===== config.mk =====
export PLATFORM = sky130hd
export DESIGN_NAME = phase_clk_gen
export DESIGN_NICKNAME = d
export VERILOG_FILES = /design/src/rtl/clkgen_pkg.sv /design/src/rtl/clkgen_cfg_shadow.sv /design/src/rtl/phase_clk_gen.sv
export SDC_FILE = /design/constraint.sdc
export NUM_CORES = 1
export LEC_CHECK = 0
export ABC_CLOCK_PERIOD_IN_PS = 5600
export CAP_MARGIN = 10
export CELL_PAD_IN_SITES_DETAIL_PLACEMENT = 0
export CELL_PAD_IN_SITES_GLOBAL_PLACEMENT = 1
export CORE_MARGIN = 2
export CORE_UTILIZATION = 40
export DETAILED_ROUTE_END_ITERATION = 16
export GPL_TIMING_DRIVEN = 0
export PLACE_DENSITY_LB_ADDON = 0.1
export REMOVE_ABC_BUFFERS = 1
export SYNTH_ARGS = -nofsm -noshare
export SYNTH_HDL_FRONTEND = slang
export SYNTH_SLANG_ARGS = --single-unit

===== constraint.sdc =====
create_clock -name clk -period 5.6 [get_ports clk]
set_clock_uncertainty 0.15 [all_clocks]
set_input_delay 1.12 -clock clk [delete_from_list [all_inputs] [get_ports clk]]
set_output_delay 1.12 -clock clk [all_outputs]
set_load 0.05 [all_outputs]

===== src/rtl/clkgen_pkg.sv =====
// Shared types and helpers for the two-phase clock generator.
package clkgen_pkg;

   typedef enum logic [1:0] {IDLE, ALIGN, RUN, STOP} state_t;

   localparam int CNT_W_DEF = 8;

   // A config is usable when the half period is non-zero and the delay fits inside one full period.
   function automatic logic cfg_ok(input logic [31:0] h, input logic [31:0] p);
      return (h != '0) && (p < {h[30:0], 1'b0});
   endfunction

endpackage


===== src/rtl/clkgen_cfg_shadow.sv =====
// Config shadow: validates loads, holds staged/active half-period and phase, pulses ack/err.
module clkgen_cfg_shadow
   import clkgen_pkg::*;
#(
   parameter int CNT_W     = CNT_W_DEF,
   parameter int DEF_HALF  = 5,
   parameter int DEF_PHASE = 5
) (
   input  logic             clk,
   input  logic             rst_n,
   input  logic             cfg_load_i,
   input  logic [CNT_W-1:0] half_i,
   input  logic [CNT_W:0]   phase_i,
   input  logic             boundary_i,
   output logic             apply_o,
   output logic [CNT_W-1:0] half_o,
   output logic [CNT_W:0]   phase_o,
   output logic             ack_o,
   output logic             err_o
);

   logic [CNT_W-1:0] act_half_q, stg_half_q;
   logic [CNT_W:0]   act_phase_q, stg_phase_q;
   logic             pend_q, ack_q, err_q;
   logic             load_ok_d, load_bad_d;

   assign load_ok_d  = cfg_load_i && cfg_ok(32'(half_i), 32'(phase_i));
   assign load_bad_d = cfg_load_i && !load_ok_d;
   assign apply_o    = pend_q && boundary_i;

   always_ff @(posedge clk or negedge rst_n) begin
      if (!rst_n) begin
         act_half_q  <= CNT_W'(DEF_HALF);
         act_phase_q <= (CNT_W+1)'(DEF_PHASE);
         stg_half_q  <= '0;
         stg_phase_q <= '0;
         pend_q      <= 1'b0;
         ack_q       <= 1'b0;
         err_q       <= 1'b0;
      end else begin
         // A load arriving on the apply edge stays pending; the older staged value goes active.
         if (load_ok_d) begin
            stg_half_q  <= half_i;
            stg_phase_q <= phase_i;
            pend_q      <= 1'b1;
         end else if (apply_o) begin
            pend_q      <= 1'b0;
         end
         if (apply_o) begin
            act_half_q  <= stg_half_q;
            act_phase_q <= stg_phase_q;
         end
         ack_q <= apply_o;
         err_q <= load_bad_d;
      end
   end

   assign half_o  = act_half_q;
   assign phase_o = act_phase_q;
   assign ack_o   = ack_q;
   assign err_o   = err_q;

endmodule


===== src/rtl/phase_clk_gen.sv =====
// Two-phase clock generator: divides clk into clk1_o and a phase-delayed clk2_o, 50% duty,
// with glitch-free reconfiguration at period boundaries.
module phase_clk_gen
   import clkgen_pkg::*;
#(
   parameter int CNT_W     = CNT_W_DEF,
   parameter int DEF_HALF  = 5,
   parameter int DEF_PHASE = 5
) (
   input  logic             clk,
   input  logic             rst_n,
   input  logic             en,
   input  logic             cfg_load,
   input  logic [CNT_W-1:0] half_per,
   input  logic [CNT_W:0]   phase,
   output logic             cfg_ack,
   output logic             cfg_err,
   output logic             clk1_o,
   output logic             clk2_o,
   output logic             running
);

   localparam logic [CNT_W:0] ONE = (CNT_W+1)'(1);

   state_t           state_q;
   logic [CNT_W:0]   cnt_q, esc_q;
   logic             clk1_q, clk2_q;
   logic [CNT_W-1:0] half;
   logic [CNT_W:0]   ph, two_h, pos2, cnt_d;
   logic             last, boundary, apply, hold2, clk1_d, clk2_d;

   clkgen_cfg_shadow #(
      .CNT_W    (CNT_W),
      .DEF_HALF (DEF_HALF),
      .DEF_PHASE(DEF_PHASE)
   ) u_shadow (
      .clk       (clk),
      .rst_n     (rst_n),
      .cfg_load_i(cfg_load),
      .half_i    (half_per),
      .phase_i   (phase),
      .boundary_i(boundary),
      .apply_o   (apply),
      .half_o    (half),
      .phase_o   (ph),
      .ack_o     (cfg_ack),
      .err_o     (cfg_err)
   );

   assign two_h    = {half, 1'b0};
   assign last     = (cnt_q == two_h - ONE);
   assign boundary = (state_q == IDLE) || last;
   assign cnt_d    = last ? '0 : cnt_q + ONE;
   // Modular (cnt - P) mod 2H; any intermediate wrap of cnt + 2H cancels in CNT_W+1 bits.
   assign pos2     = cnt_q - ph + ((cnt_q < ph) ? two_h : '0);
   assign hold2    = (esc_q < ph);
   assign clk1_d   = (cnt_q >= {1'b0, half});
   assign clk2_d   = (pos2 >= {1'b0, half}) && !hold2;

   always_ff @(posedge clk or negedge rst_n) begin
      if (!rst_n) begin
         state_q <= IDLE;
         cnt_q   <= '0;
         esc_q   <= '0;
         clk1_q  <= 1'b0;
         clk2_q  <= 1'b0;
      end else begin
         unique case (state_q)
            IDLE: begin
               cnt_q  <= '0;
               esc_q  <= '0;
               clk1_q <= 1'b0;
               clk2_q <= 1'b0;
               // Hold off one cycle on a simultaneous load so the run starts on the new config.
               if (en && !cfg_load) state_q <= ALIGN;
            end
            ALIGN: begin
               cnt_q  <= cnt_d;
               clk1_q <= clk1_d;
               clk2_q <= clk2_d;
               if (apply)      esc_q <= '0;
               else if (hold2) esc_q <= esc_q + ONE;
               if (!en)                  state_q <= last ? IDLE : STOP;
               else if (!hold2 && !apply) state_q <= RUN;
            end
            RUN: begin
               cnt_q  <= cnt_d;
               clk1_q <= clk1_d;
               clk2_q <= clk2_d;
               // Saturated so a later, larger phase never re-masks clk2 during STOP.
               esc_q  <= '1;
               if (!en) state_q <= last ? IDLE : STOP;
            end
            STOP: begin
               cnt_q  <= cnt_d;
               clk1_q <= clk1_d;
               clk2_q <= clk2_d;
               if (hold2) esc_q <= esc_q + ONE;
               if (last)  state_q <= IDLE;
            end
            default: state_q <= IDLE;
         endcase
      end
   end

   assign clk1_o  = clk1_q;
   assign clk2_o  = clk2_q;
   assign running = (state_q != IDLE);

endmodule


==> impl_metrics.ini, run 1 <==
[grt]
first_global_vias = 3082
antenna_found_initial = 0
grt_usage_pct = 18.1
grt_pass1_wl_mm = 15.8
grt_max_degree = 32
overflow = 0

[cts]
clockBufferDepth = 2
cts_made_buffers = 9
insertion_delay_ns = 0.35
cts_root_buf = clkbuf_8
postCtsSetupRepairBufs = 0
cts.clk_slew.worst_paths_ns = 0.07
htree_levels = 3
cts.sinks = 59
holdBufCountCts = 0
cts_resized = 0
cts_tree = built

[placed_design]
pre_cts_ws_ns = 1.09
place_area_mm2 = 0.00460
post-dp-hpwl_mm = 7.38
portBuffers = 25
gp_congestion = 0.797

[logic_synthesis]
synth.top_cell.area_share_pct = 32.7
yosys_warnings = 0
synth_top_cell_by_area = dfrtp_1
synth-seq-cells = 59
avgSynthCellArea_um2 = 10.2
async_reset_ff_share_pct = 100
post_synth_num_cell_types = 53
synth-main-ff-cell = dfrtp_1
synth.area.top_cells = dfrtp_1, ha_1, mux2_2, xnor2_1, inv_1
syn_area_mm2 = 0.00421
synth-edff-count = 0
ys_seq_area_share_pct = 35.2
syn_inst = 413

[floorplan]
die_x_um = 107
core_area_mm2 = 0.0103
fp-row-count = 37
die_y_um = 107
dieArea_mm2 = 0.0114
io_pins = 26
initial_core_util_pct = 41.0

[final_layout]
fill_cells = 1015
multi_input_area_mm2 = 0.00250
n_antenna_cell = 0
drive_gt1_share_pct = 14.6
mostFrequentLayoutCell = dfrtp_1
most-common-layout-cells = dfrtp_1, inv_1, ha_1, xnor2_1, mux2_2
regArea_mm2 = 0.00148
layout.nets = 520
postLayoutCoreUtil_pct = 47.2
fin_area_mm2 = 0.00485
syn_to_final_growth_pct = 15.1

[drt]
routedWlPerCell_um = 15.9
vias = 3039
avgViaCountPerCell = 5.22
drc_errors = 0
drtIter0Drc = 119
routed_wl_mm = 9.23
drt_pre_antenna_iters = 4
antenna_left = 0

[sta]
tns_ns = 0
max_freq_mhz = 220
final-hold-violation-count = 0
finalSetupViolations = 0
maxSlewViolCount = 0
tightest_slew_ns = 0.916
setup_slack_ns = 1.06
slew_headroom_pct = 38.9
period_share_pct = 81.0
rsz0062_at_grt = false
period_needed_ns = 4.54

[critical_path]
cpMostUsedCell = a21oi_1
critical_path_class = flop to flop
r2r-start = u_shadow.phase_o[2]
r2r_end = clk2_o
crit_path_top_delay_cell = dfstp_2
crit_required_ns = 5.68
crit_end = clk2_o
reg2reg_depth = 20
cp.arrival_ns = 4.62
cp-start-kind = flop
critPathLaunch = u_shadow.phase_o[2]
endpoint_kind = flop
slowest_delay_ns = 0.58
crit_chain = inv_1, ha_1, o21ai_0, a21oi_1, o21ai_0, and2_1, nand2_1, fa_1, inv_1, ha_1, a21oi_1, nor2b_1, o31a_1, nor2_1, xnor2_1, ha_1, a21oi_1, o21ai_0, a21oi_1, a31oi_1
cp_max_fo = 6
ff2ff_setup_slack_ns = 1.06

[worst_hold_path]
worstHoldPathType = flop to flop

[flow_run]
maxCapViolCount = 0

[outcome]
outcome = finished, final reports clean
worst max-delay path, delay by kind of cell, from the launching register on:
kind,cells,cell delay (ns)
flops,1,0.58
compound gates,9,1.35
buf+inv,2,0.16
simple gates,4,0.65
xor+xnor,1,0.13
fa+ha+maj,4,1.38
synth_stat cells (all sizes together) (9+ instances only):
cell and number:
mux2 34, inv 50, dfrtp 55, nor3 9
ha 50, xnor2 25, nor2 22, nand3 10
a21oi 22, nand2 19, o21ai 16
worst min-delay path by stage:
stage,slack (ns),end,startpoint,depth (start not counted)
floorplan,0.32,u_shadow.half_o[1],u_shadow.stg_half_q[1],1
global placement,0.34,u_shadow.phase_o[7],u_shadow.stg_phase_q[7],1
detailed placement,0.34,u_shadow.phase_o[1],u_shadow.stg_phase_q[1],1
CTS,0.35,u_shadow.phase_o[1],u_shadow.stg_phase_q[1],1
global route,0.37,u_shadow.phase_o[1],u_shadow.stg_phase_q[1],1
finish,0.35,u_shadow.phase_o[1],u_shadow.stg_phase_q[1],1
cell families (layout without fill, tap and decap cells):
kind of cell,after synthesis,count (layout),synth area share [%]
AO/OA/AOI/OAI,70,70,11.3
flip-flops,59,59,35.2
buffers and inverters,59,92,5.64
XOR/XNOR,30,30,6.24
AND/OR/NAND/NOR,102,102,12.9
multiplexers,35,35,10.1
adder cells (fa/ha/maj),58,58,18.6
cell type report:
cell class / count / share of cell area, %
Sequential cell: 59 / 30.5
Clock buffer: 10 / 2.84
Clock inverter: 6 / 2.30
Inverter: 50 / 3.87
Timing Repair Buffer: 26 / 5.47
Multi-Input combinational cell: 295 / 51.5
Tap cell: 136 / 3.51
metrics by stage:
stage / instances / hold WS (ns)
after floorplan: 404 / 0.324
after global placement: 565 / 0.335
after detailed placement: 566 / 0.341
after CTS: 582 / 0.354
after global routing: 582 / 0.374
final: 582 / 0.352
sequential cells by signal, summed over array words and instances, names as in the netlist:
| register | cells |
|---|---|
| clk2_o | 1 |
| u_shadow.stg_phase_q | 9 |
| u_shadow.half_o | 8 |
| u_shadow.err_o | 1 |
| esc_q | 9 |
| cnt_q | 9 |
| u_shadow.stg_half_q | 8 |
| u_shadow.ack_o | 1 |
| clk1_o | 1 |
| state_q | 2 |
| u_shadow.phase_o | 9 |
| u_shadow.pend_q | 1 |
per-layer routing:
layer	part of all wire, %	track usage (%)	up-vias
li1	-	-	1508
met1	49	24.6	1483
met2	46	28.7	34
met3	2.3	2.67	14
met4	2.3	8.26	0
met5	0	0	-
Power of run 1 is left out: the tool's default activity adds up to more than one toggle a clock period on the data nets, which glitch-free logic cannot reach.
==> run 2: changes to the inputs <==
--- a/config.mk
+++ b/config.mk
@@ -5,7 +5,7 @@
 export SDC_FILE = /design/constraint.sdc
 export NUM_CORES = 1
 export LEC_CHECK = 0
-export ABC_CLOCK_PERIOD_IN_PS = 5600
+export ABC_CLOCK_PERIOD_IN_PS = 4550
 export CAP_MARGIN = 10
 export CELL_PAD_IN_SITES_DETAIL_PLACEMENT = 0
 export CELL_PAD_IN_SITES_GLOBAL_PLACEMENT = 1
==> constraint.sdc (replaced) <==
create_clock -name clk -period 4.55 [get_ports clk]
set_clock_uncertainty 0.15 [all_clocks]
set_input_delay 0.91 -clock clk [delete_from_list [all_inputs] [get_ports clk]]
set_output_delay 0.91 -clock clk [all_outputs]
set_load 0.05 [all_outputs]
==> run 2 against run 1 <==
Against the previous run: first-iteration DRC count up 0.84%; worst hold slack about the same; die area unchanged; via count about the same; cell count up 0.34%; worst setup slack worse by 0.71 ns; global-route usage unchanged; critical path depth unchanged; register-to-register slack worse by 0.71 ns; non-clock buffer count up 2; core utilization up 0.26 points.
==> impl_metrics.ini, run 2 (synthesis results as in run 1) <==
[sta]
period_needed_ns = 4.20
tightest_slew_ns = 0.901
finalSetupViolations = 0
period_share_pct = 92.3
max_freq_mhz = 238
rsz0062_at_grt = false
final-hold-violation-count = 0
slew_headroom_pct = 39.9
tns_ns = 0
maxSlewViolCount = 0

[drt]
avgViaCountPerCell = 5.21
antenna_left = 0
routed_wl_mm = 9.24
routedWlPerCell_um = 15.8
vias = 3041
drt_pre_antenna_iters = 5
drc_errors = 0
drtIter0Drc = 120

[grt]
grt_pass1_wl_mm = 15.8
antenna_found_initial = 0
overflow = 0
grt_max_degree = 32
first_global_vias = 3082
grt_usage_pct = 18.1

[critical_path]
critical_path_class = flop to flop
cp.arrival_ns = 4.28
cp-start-kind = flop
cp_max_fo = 3
crit_required_ns = 4.63
endpoint_kind = flop

[final_layout]
mostFrequentLayoutCell = dfrtp_1
most-common-layout-cells = dfrtp_1, ha_1, inv_1, xnor2_1, mux2_2
syn_to_final_growth_pct = 15.8
postLayoutCoreUtil_pct = 47.5
drive_gt1_share_pct = 15.8
layout.nets = 522
n_antenna_cell = 0

[cts]
clockBufferDepth = 2
cts_root_buf = clkbuf_8
cts_tree = built
cts.sinks = 59
cts_made_buffers = 9
cts.clk_slew.worst_paths_ns = 0.07
holdBufCountCts = 0
htree_levels = 3
insertion_delay_ns = 0.35

[flow_run]
maxCapViolCount = 0

[floorplan]
dieArea_mm2 = 0.0114
core_area_mm2 = 0.0103
die_y_um = 107
initial_core_util_pct = 41.0
die_x_um = 107
io_pins = 26
fp-row-count = 37

[outcome]
outcome = finished, final reports clean

[worst_hold_path]
worstHoldPathType = flop to flop

[placed_design]
gp_congestion = 0.797
post-dp-hpwl_mm = 7.38
portBuffers = 25
run 2: cell count changes in the layout (fill, tap and decap cells not counted), sizes merged:
cell,change
buf,+2
run 2: final timing paths:
check | slack [ns] | cells past startpoint | endpoint | from
worst max-delay path | 0.35 | 20 | clk2_o | u_shadow.phase_o[2]
worst min-delay path | 0.35 | 1 | u_shadow.phase_o[1] | u_shadow.stg_phase_q[1]
worst max register to register | 0.35 | 20 | clk2_o | u_shadow.phase_o[2]
worst min register to register | 0.35 | 1 | u_shadow.phase_o[1] | u_shadow.stg_phase_q[1]
max in group asynchronous | 3.11 | 2 | u_shadow.half_o[2] | rst_n
min in group asynchronous | 0.45 | 1 | clk1_o | rst_n
run 2: cell type report:
class	instances	area [um^2]
sequential	59	1480
tap	136	170
fill	1018	5400
inverter	50	188
timing repair buffer	28	280
clock inverter	6	111
clock buffer	10	138
multi-input combinational	295	2510
run 2: through the flow:
step,setup WS [ns],area (um^2),hold slack [ns],std cells
3_5_place_dp,0.0367,4600,0.341,566
6_report,0.350,4880,0.352,584
5_1_grt,0.00858,4880,0.374,584
3_3_place_gp,0.0536,4580,0.335,565
4_1_cts,0.0778,4850,0.354,582
2_1_floorplan,0.601,4160,0.324,404
run 2: repair_timing:
item                       CTS  global route
buffers inserted             0             2
gates resized for setup      1             6
pin swaps                    0             5
setup endpoints to repair    1             1
cloned                       0             0
run 2: worst max-delay path, cell delays in order, from the launching register on:
cell     delay [ns]
dfstp_2        0.58
inv_2          0.07
ha_1           0.27
o21ai_0        0.16
a21oi_1        0.09
o21ai_1        0.18
and2_4         0.19
nand2_1        0.08
fa_2           0.56
inv_1          0.04
ha_1           0.28
a21oi_1        0.14
nor2b_1        0.07
o31a_1         0.27
nor2_1         0.14
xnor2_1        0.13
ha_1           0.26
a21oi_1        0.12
o21ai_1        0.08
a21oi_1        0.14
a31oi_1        0.09
run 2: layer usage:
metal / global-route usage [%] / vias to the layer above / part of all wire [%]
met4: 8.26 / 0 / 2.3
met5: 0 / - / 0
met2: 28.7 / 41 / 46
li1: - / 1509 / -
met3: 2.67 / 14 / 2.1
met1: 24.6 / 1477 / 49
Power of run 2 is left out for the same reason.
==> run 3: changes to the inputs <==
--- a/config.mk
+++ b/config.mk
@@ -9,7 +9,6 @@
 export CAP_MARGIN = 10
 export CELL_PAD_IN_SITES_DETAIL_PLACEMENT = 0
 export CELL_PAD_IN_SITES_GLOBAL_PLACEMENT = 1
-export CORE_MARGIN = 2
 export CORE_UTILIZATION = 40
 export DETAILED_ROUTE_END_ITERATION = 16
 export GPL_TIMING_DRIVEN = 0
==> run 3 against run 2 <==
Against the previous run: via count increased by 0.89%; worst hold slack improved by 0.0059 ns; clock-buffer cell count decreased by 1; critical endpoint unchanged.
==> impl_metrics.ini, run 3 (synthesis results as in run 1) <==
[grt]
first_global_vias = 3186
grt_usage_pct = 19.2
antenna_found_initial = 0
grt_pass1_wl_mm = 16.4
grt_max_degree = 32
overflow = 0

[critical_path]
ff2ff_setup_slack_ns = 0.22
crit_path_top_delay_cell = dfstp_2
r2r_end = clk2_o
crit_end = clk2_o
endpoint_kind = flop
slowest_delay_ns = 0.58
cpMostUsedCell = a21oi_1
cp.arrival_ns = 4.40
crit_chain = inv_1, ha_1, o21ai_0, a21oi_1, o21ai_1, and2_4, nand2_1, fa_2, inv_1, ha_1, a21oi_1, nor2b_1, o31a_1, nor2_1, xnor2_1, ha_1, a21oi_1, o21ai_0, a21oi_1, a31oi_1
reg2reg_depth = 20
crit_required_ns = 4.62
critPathLaunch = u_shadow.phase_o[2]
cp-start-kind = flop
cp_max_fo = 4
critical_path_class = flop to flop
r2r-start = u_shadow.phase_o[2]

[final_layout]
mostFrequentLayoutCell = dfrtp_1
layout.nets = 522
most-common-layout-cells = dfrtp_1, inv_1, ha_1, xnor2_1, mux2_2
drive_gt1_share_pct = 15.4
n_antenna_cell = 0
syn_to_final_growth_pct = 14.3
fin_cells = 584

[cts]
cts.sinks = 59
cts_root_buf = clkbuf_8
insertion_delay_ns = 0.34
cts.clk_slew.worst_paths_ns = 0.07
holdBufCountCts = 0
htree_levels = 3
clockBufferDepth = 2
cts_made_buffers = 9
cts_tree = built

[sta]
finalSetupViolations = 0
period_share_pct = 95.2
final-hold-violation-count = 0
rsz0062_at_grt = false
tightest_slew_ns = 0.908
tns_ns = 0
period_needed_ns = 4.33
slew_headroom_pct = 39.4
maxSlewViolCount = 0
max_freq_mhz = 231

[drt]
drt_pre_antenna_iters = 4
drtIter0Drc = 103
routedWlPerCell_um = 16.1
routed_wl_mm = 9.38
vias = 3068
drc_errors = 0
avgViaCountPerCell = 5.25
antenna_left = 0

[floorplan]
die_x_um = 105
core_area_mm2 = 0.0103
die_y_um = 105
io_pins = 26
initial_core_util_pct = 41.0
dieArea_mm2 = 0.0109
fp-row-count = 37

[placed_design]
post-dp-hpwl_mm = 7.39
dp.cells = 566
gp_congestion = 0.817
portBuffers = 25

[worst_hold_path]
worstHoldPathType = flop to flop

[flow_run]
maxCapViolCount = 0

[outcome]
outcome = finished, final reports clean
## run 3: what timing repair did
item                       4_1_cts  5_1_grt
setup buffers                    0        2
setup endpoints to repair        0        1
resized for setup                0        4
## run 3: cell type report
cell class | instances | area [um^2]
Fill cell | 1016 | 5460
Multi-Input combinational cell | 295 | 2500
Sequential cell | 59 | 1480
Timing Repair Buffer | 28 | 280
Inverter | 50 | 188
Tap cell | 136 | 170
Clock buffer | 9 | 124
Clock inverter | 7 | 68.8
## run 3: metal layers
metal  vias up  track usage [%]  routed length [um]
li1       1507                -                   -
met1      1508             25.7                4540
met2        46             32.0                4470
met3         7             3.81                 272
met4         0             4.63                  91
met5         -                0                   0
## run 3: worst min path at each step
stage / start / depth (start not counted) / end
global placement: u_shadow.stg_phase_q[7] / 1 / u_shadow.phase_o[7]
floorplan: u_shadow.stg_half_q[1] / 1 / u_shadow.half_o[1]
finish: u_shadow.stg_phase_q[5] / 1 / u_shadow.phase_o[5]
detailed placement: u_shadow.stg_phase_q[8] / 1 / u_shadow.phase_o[8]
global route: u_shadow.stg_phase_q[1] / 1 / u_shadow.phase_o[1]
CTS: u_shadow.stg_phase_q[5] / 1 / u_shadow.phase_o[5]
## run 3: critical path, delay by kind of cell (launching register included)
family	cells	cell delay (ns)
fa+ha+maj	4	1.40
simple gates	4	0.48
xor+xnor	1	0.13
flops	1	0.58
compound gates	9	1.32
buf+inv	2	0.15
## run 3: per-stage QoR
stage	instance area, um^2	utilization (%)	hold slack, ns	setup WS, ns
after floorplan	4160	-	0.324	0.601
after CTS	4800	46.7	0.357	0.000925
after detailed placement	4600	44.8	0.339	0.00929
final	4820	46.9	0.358	0.219
after global routing	4820	46.9	0.375	0.00688
after global placement	4580	44.6	0.336	0.0432
Power of run 3 is left out for the same reason.
